<file path="config.mk">
export PLATFORM = sky130hd
export DESIGN_NAME = operation_encoder
export DESIGN_NICKNAME = d
export VERILOG_FILES = /design/src/rtl/operation_encoder.sv
export SDC_FILE = /design/constraint.sdc
export NUM_CORES = 1
export LEC_CHECK = 0
export CAP_MARGIN = 0
export CORE_MARGIN = 1
export CORE_UTILIZATION = 50
export CTS_CLUSTER_DIAMETER = 50
export DETAILED_ROUTE_END_ITERATION = 6
export MAX_ROUTING_LAYER = met4
export PLACE_DENSITY_LB_ADDON = 0.08
export SLEW_MARGIN = 0
export SYNTH_ARGS = -nofsm -noshare
export SYNTH_HDL_FRONTEND = slang
export SYNTH_SLANG_ARGS = --single-unit
</file>
<file path="constraint.sdc">
create_clock -name clk -period 5.5 [get_ports clk]
set_clock_uncertainty 0.2 [all_clocks]
set_input_delay 1.1 -clock clk [delete_from_list [all_inputs] [get_ports clk]]
set_output_delay 1.1 -clock clk [all_outputs]
set_load 0.1 [all_outputs]
</file>
<file path="src/rtl/operation_encoder.sv">
// operation_encoder: synchronises and debounces the three front-panel buttons and
// turns presses into 2-bit operation codes held until the counter acknowledges them.
module operation_encoder #(
    parameter int DEBOUNCE_CYCLES = 4,
    parameter int REPEAT_DELAY    = 20,
    parameter int REPEAT_PERIOD   = 8
) (
    input  logic       clk,
    input  logic       rst,
    input  logic       btn_minute,
    input  logic       btn_zero,
    input  logic       btn_reset,
    input  logic       encoder_reset,
    output logic [1:0] operation,
    output logic       busy
);
    localparam int DBW = $clog2(DEBOUNCE_CYCLES + 1);
    localparam int RPW = $clog2(REPEAT_DELAY + 1);
    localparam logic [DBW-1:0] DB_LAST   = DBW'(DEBOUNCE_CYCLES - 1);
    localparam logic [RPW-1:0] RP_FIRE   = RPW'(REPEAT_DELAY);
    localparam logic [RPW-1:0] RP_RELOAD = RPW'(REPEAT_DELAY - REPEAT_PERIOD + 1);

    localparam logic [1:0] OP_NONE = 2'b00;
    localparam logic [1:0] OP_ZERO = 2'b01;
    localparam logic [1:0] OP_MIN  = 2'b10;
    localparam logic [1:0] OP_RST  = 2'b11;

    typedef enum logic [1:0] {IDLE, HOLD, GAP} state_t;

    // Button bit order everywhere: [0] minute, [1] zero, [2] reset.
    logic [2:0]     sync1_q, sync1_d, sync2_q, sync2_d;
    logic [2:0]     db_q, db_d, db_prev_q, db_prev_d;
    logic [DBW-1:0] db_cnt_q [3];
    logic [DBW-1:0] db_cnt_d [3];
    logic [RPW-1:0] rep_cnt_q, rep_cnt_d;
    state_t         state_q, state_d;
    logic [1:0]     op_q, op_d;
    logic           pend_valid_q, pend_valid_d;
    logic [1:0]     pend_code_q, pend_code_d;
    logic           busy_q, busy_d;

    logic [2:0]     press;
    logic           rep_run, rep_tick;
    logic           ev_valid;
    logic [1:0]     ev_code;
    logic           merge_valid;
    logic [1:0]     merge_code;

    always_comb begin
        sync1_d = {btn_reset, btn_zero, btn_minute};
        sync2_d = sync1_q;
        db_d    = db_q;
        for (int i = 0; i < 3; i++) begin
            db_cnt_d[i] = '0;
            if (sync2_q[i] != db_q[i]) begin
                if (db_cnt_q[i] == DB_LAST) db_d[i] = sync2_q[i];
                else                        db_cnt_d[i] = db_cnt_q[i] + 1'b1;
            end
        end
        db_prev_d = db_q;
        press     = db_q & ~db_prev_q;

        // Repeat counter measures time since minute went high with zero low.
        rep_run   = db_q[0] & ~db_q[1];
        rep_tick  = rep_run && (rep_cnt_q == RP_FIRE);
        rep_cnt_d = '0;
        if (rep_run) rep_cnt_d = rep_tick ? RP_RELOAD : rep_cnt_q + 1'b1;

        ev_valid = 1'b1;
        ev_code  = OP_NONE;
        if (press[2])                                         ev_code = OP_RST;
        else if ((press[0] & db_q[1]) | (press[1] & db_q[0])) ev_code = OP_RST;
        else if (press[0] | rep_tick)                         ev_code = OP_MIN;
        else if (press[1])                                    ev_code = OP_ZERO;
        else                                                  ev_valid = 1'b0;

        merge_valid = pend_valid_q;
        merge_code  = pend_code_q;
        if (ev_valid && (!pend_valid_q || ev_code == OP_RST)) begin
            merge_valid = 1'b1;
            merge_code  = ev_code;
        end
    end

    always_comb begin
        state_d      = state_q;
        op_d         = op_q;
        pend_valid_d = pend_valid_q;
        pend_code_d  = pend_code_q;
        case (state_q)
            IDLE: begin
                if (ev_valid) begin
                    op_d    = ev_code;
                    state_d = HOLD;
                end
            end
            HOLD: begin
                pend_valid_d = merge_valid;
                pend_code_d  = merge_code;
                if (encoder_reset) begin
                    op_d    = OP_NONE;
                    state_d = GAP;
                end
            end
            GAP: begin
                // An event landing in the gap cycle itself is picked up here too.
                if (merge_valid) begin
                    op_d         = merge_code;
                    pend_valid_d = 1'b0;
                    pend_code_d  = OP_NONE;
                    state_d      = HOLD;
                end else begin
                    state_d = IDLE;
                end
            end
            default: state_d = IDLE;
        endcase
        busy_d = (state_d != IDLE) | pend_valid_d;
    end

    always_ff @(posedge clk) begin
        if (rst) begin
            sync1_q      <= '0;
            sync2_q      <= '0;
            db_q         <= '0;
            db_prev_q    <= '0;
            for (int i = 0; i < 3; i++) db_cnt_q[i] <= '0;
            rep_cnt_q    <= '0;
            state_q      <= IDLE;
            op_q         <= OP_NONE;
            pend_valid_q <= 1'b0;
            pend_code_q  <= OP_NONE;
            busy_q       <= 1'b0;
        end else begin
            sync1_q      <= sync1_d;
            sync2_q      <= sync2_d;
            db_q         <= db_d;
            db_prev_q    <= db_prev_d;
            for (int i = 0; i < 3; i++) db_cnt_q[i] <= db_cnt_d[i];
            rep_cnt_q    <= rep_cnt_d;
            state_q      <= state_d;
            op_q         <= op_d;
            pend_valid_q <= pend_valid_d;
            pend_code_q  <= pend_code_d;
            busy_q       <= busy_d;
        end
    end

    assign operation = op_q;
    assign busy      = busy_q;
endmodule
</file>
# Word-level counts from Yosys, hierarchy flattened
# Memories as Yosys holds them, arrays and structs flattened.
# Index checks and enable logic that the tools add are counted.
[word_totals]
inputBits = 6
latchBits = 0
wordCells = 94
register_bits = 25
mem_bits_rw = 9
romBits = 0
output_inout_bits = 3
memories = 1
[op_classes]
n_eq_ne = 13
n_mux = 35
add_sub_neg = 4
n_shift = 0
bitwise_logic = 13
mul = 0
magnitude_cmp = 0
reduce_logical = 15
div = 0
[mem_list]
columns = ["name", "depth", "width", "rd", "rd_ports_with_merged_regs", "write_ports", "line", "rtl"]
rows = [
  ["db_cnt_q", 3, 3, 3, 0, 3, "33", "logic [DBW-1:0] db_cnt_q [3];"],
]
[op_table]
columns = ["operator", "count"]
rows = [
  ["3-bit 2-to-1 mux", 9],
  ["2-bit 2-to-1 mux", 10],
  ["2-bit case mux with 3 select lines", 2],
  ["1-bit 2-to-1 mux", 11],
  ["3-bit by 1-bit adder with 3-bit output, second input constant", 3],
  ["3-bit by 2-bit == test with 1-bit output, second input constant", 3],
  ["2-bit AND reduction", 4],
  ["2-bit inequality test, second input constant", 3],
  ["1-bit OR", 6],
  ["5-bit by 1-bit adder with 5-bit output, second input constant", 1],
  ["5-bit == test, second input constant", 1],
  ["2-bit == test, second input constant", 2],
  ["4-bit 2-to-1 mux", 1],
  ["2-bit case mux with 2 select lines", 1],
  ["4-bit AND reduction", 1],
  ["2-bit nonzero test", 2],
  ["1-bit AND", 3],
  ["3-bit AND", 1],
  ["1-bit inequality test", 3],
  ["3-bit inverter", 1],
  ["3-bit nonzero test", 1],
  ["3-bit OR reduction", 1],
  ["2-bit by 1-bit == test with 1-bit output, second input constant", 1],
  ["1-bit logical AND", 2],
  ["other kinds (6)", 7],
]

# Depth between registers and ports, before layout
[depth]
depth_word = 15
depth_mapped = 7

# Worst setup path after synthesis
# Ideal clock, no wire load.
[synth_path]
kind = "register -> output"
startpoint = "reg op_q[0], in the netlist operation[0]"
endpoint = "out operation[0]"
n_path_buf = 0
path_stages_with_launch = 1
arrival_ns = 0.925
setup_slack_ns = 3.275
cell_sequence = "dfxtp_1"
[synth_rtl]
columns = ["element", "line", "rtl"]
rows = [
  ["start: declaration", "37", "logic [1:0] op_q, op_d;"],
  ["start signal: assignment", "142", "op_q <= op_d;"],
  ["end: declaration", "14", "output logic [1:0] operation,"],
]
# No word-level cell between the ends.

# Worst setup path in the final report
[layout_path]
startpoint = "reg busy_q, in the netlist busy"
endpoint = "out busy"
[layout_rtl]
columns = ["element", "line", "rtl"]
rows = [
  ["start: declaration", "40", "logic busy_q, busy_d;"],
  ["start signal: assignment", "145", "busy_q <= busy_d;"],
  ["end: declaration", "15", "output logic busy"],
]
# No word-level cell between the ends.

==> flow_metrics.tcl <==
set metrics [dict create \
    status "finished, final reports clean" \
    setup_viol 0 \
    synth_seq_area_share 0.461 \
    core_mm2 0.00278 \
    root_buffer "clkbuf_4" \
    pwr-share-clk 0.416 \
    cts_buffers 5 \
    worstHoldPathCells 1 \
    ys_ff_latch 34 \
    drv_slew 0 \
    synth_edf_count 0 \
    fin_util 0.599 \
    synth_compound_area_frac 0.138 \
    seqPwrFrac 0.561 \
    overflow 0 \
    fin_cells 200 \
    end_kind "primary output" \
    worst-path-buf-inv 1 \
    ys_warn_count 0 \
    reg2reg_depth 7 \
    cp.depth 1 \
    critPathTopFamily "buffers and inverters" \
    crit_path_start_kind "register" \
    synthCells 157 \
    dpl.hpwl_um 1860 \
    tightest_slew_ps 960 \
    yosysTopAreaCell "dfxtp_1" \
    intPower_mw 0.360 \
    crit_slowest_cell "clkdlybuf4s50_1" \
    grt_antenna_before_repair 0 \
    drive_above_1_share 0.0710 \
    synthArstFlopShare 0 \
    grt_first_pass_wirelength_um 4400 \
    holdBufCountCts 0 \
    critPathRequiredTime_ps 4200 \
    reg2reg_slack_ps 3450 \
    die_x_um 56.3 \
    hold_viol_final 0 \
    dr.pass1.iters 4 \
    max_stage_delay_ps 1120 \
    dr_total_vias 1057 \
    clkTransAtPathRegs_ps 100 \
    synthTopCellsByCount "dfxtp_1 (34), nor2_1 (19), inv_1 (14), ha_1 (12), nor2b_1 (11)" \
    wl_um 2530 \
    synth_top_cell_area_share 0.461 \
    num_rows 19 \
    synth_nets 175 \
    num_antenna_cells 0 \
    syn_area_mm2 0.00148 \
    place_congestion 0.879 \
    grtUsageMet2 0.311 \
    power_switching_mw 0.0851 \
    syn_area_per_cell_um2 9.40 \
    period_minus_slack_ps 3100 \
    power.leakage_nw 0.636 \
    yosysUniqueCellTypes 36 \
    crit_chain "clkdlybuf4s50_1" \
    fillers 252 \
    synth_xor_area_frac 0.0356 \
    drt-initial-drc-count 31 \
    rsz0062_at_grt "false" \
    htreeDepth 2 \
    die_h_um 56.3 \
    netSwitchingFraction 0.191 \
    synthMuxAreaShare 0.0271 \
    crit_arrival_ps 1800 \
    grt_max_degree 24 \
    cts_sinks 34 \
    hold_path_class "register to register" \
    synth_fa_ha_area_frac 0.102 \
    grt-busiest-layer "met2" \
    syn_to_final_growth_pct 12.8 \
    grt_util_all_layers 0.190 \
    portBuffers 8 \
    post-route-drc-count 0 \
    synthFlopType "dfxtp_1" \
    synth_area_leaders "dfxtp_1 (46%), ha_1 (10%), nor2_1 (4.8%), nor2b_1 (4.7%), inv_1 (3.6%)" \
    grtUsageMet1 0.202 \
    cts_setup_buffers 0 \
    io_pins 9 \
    fin_crit_sh 0.564 \
    comb_power_share 0.023 \
    ctsResizeCount 0 \
    ir_drop_mv 0.213 \
    clk_latency_ps 340 \
    final_nets 187 \
    critPathMaxFanout 1 \
    synth-simple-area-share 0.193 \
    post-synth-top-count-cell "dfxtp_1" \
    slew_headroom 0.358 \
    grt_use_met3 0.0691 \
    dieArea_mm2 0.00317 \
    tns_ps 0 \
    p_per_area_mw_per_mm2 267 \
    crit_type "register to primary output" \
    avgRoutedWirePerCell_um 12.7 \
    viasPerCell 5.29 \
    start_util 0.531 \
    grt_pass1_vias 1046 \
    dpl.cell_count 193 \
    cts_tree "done" \
    synth_top_family_by_area "simple AND/OR/NAND/NOR gates" \
    drv_cap 0 \
    cts_buffer_depth 2 \
    final_antenna_net_count 0 \
    max_freq_mhz 323 \
]
## path summary, 6_finish.rpt
kind	endpoint	from
min reg2reg	db_cnt_q[0][3]	db_cnt_q[0][3]
max	busy	busy
max reg2reg	busy	rep_cnt_q[0]
min	db_cnt_q[0][3]	db_cnt_q[0][3]
## cells in the final DEF, fill, tap and decap left out, drive strengths merged
cell type       n
dfxtp          34
nor2           20
inv            14
ha             12
nor2b          11
clkdlybuf4s50   8
a21oi           7
nor3            6
clkbuf          6
nand2           5
o21ai           5
xnor2           4
mux2i           4
nand3           4
a211oi          3
or3             3
or2b            2
o21a            2
a31oi           2
xor2            2
o41ai           2
nand4bb         1
o22a            1
a311oi          1
o31a            1
or2             1
nand2b          1
o211ai          1
a31o            1
o211a           1
a21o            1
a41oi           1
nor3b           1
bufinv          1
## registers in the layout, indices dropped and copies added, names as in the netlist
signal	flops
busy	1
db_cnt_q	9
db_prev_d	3
db_prev_q	3
operation	2
pend_code_q	2
pend_valid_q	1
rep_cnt_q	5
state_q	2
sync1_q	3
sync2_q	3
## final cells by class
class,count,area [um^2],share of cell area
clock inverters,1,30.0,0.0180
clock buffers,6,51.3,0.0308
inverters,14,52.6,0.0316
repair buffers,8,80.1,0.0481
flip-flops and latches,34,681,0.409
well taps,31,38.8,0.0233
multi-input cells,106,732,0.440
## metal layers
metal	wire length [um]	vias up	share of wire
met5	0	-	0
met4	39	0	0.015
met3	81	4	0.032
met2	1210	13	0.48
met1	1200	480	0.47
li1	-	560	-
## through the flow
stage          area [um^2]  power, mW  setup WS (ps)  hold WS, ps
3_5_place_dp          1580      0.266           2540          228
3_3_place_gp          1580      0.265           2630          208
4_1_cts               1670      0.453           2380          244
5_1_grt               1670      0.460           2340          258
6_report              1670      0.445           2400          238
2_1_floorplan         1480      0.261           3280          199
## cells by family after synthesis
logic type | after synthesis
simple gates | 55
fa+ha+maj | 12
mux | 4
compound gates | 29
flops | 34
buf+inv | 17
xor+xnor | 6
## power groups by stage
stage               clock [mW]  combinational, mW  sequential [mW]
global route             0.198             0.0114            0.250
global placement             0            0.00992            0.256
floorplan                    0            0.00541            0.255
detailed placement           0             0.0102            0.256
CTS                      0.192             0.0103            0.250
finish                   0.185             0.0101            0.250
No activity file was read; power rests on OpenSTA's default activity.
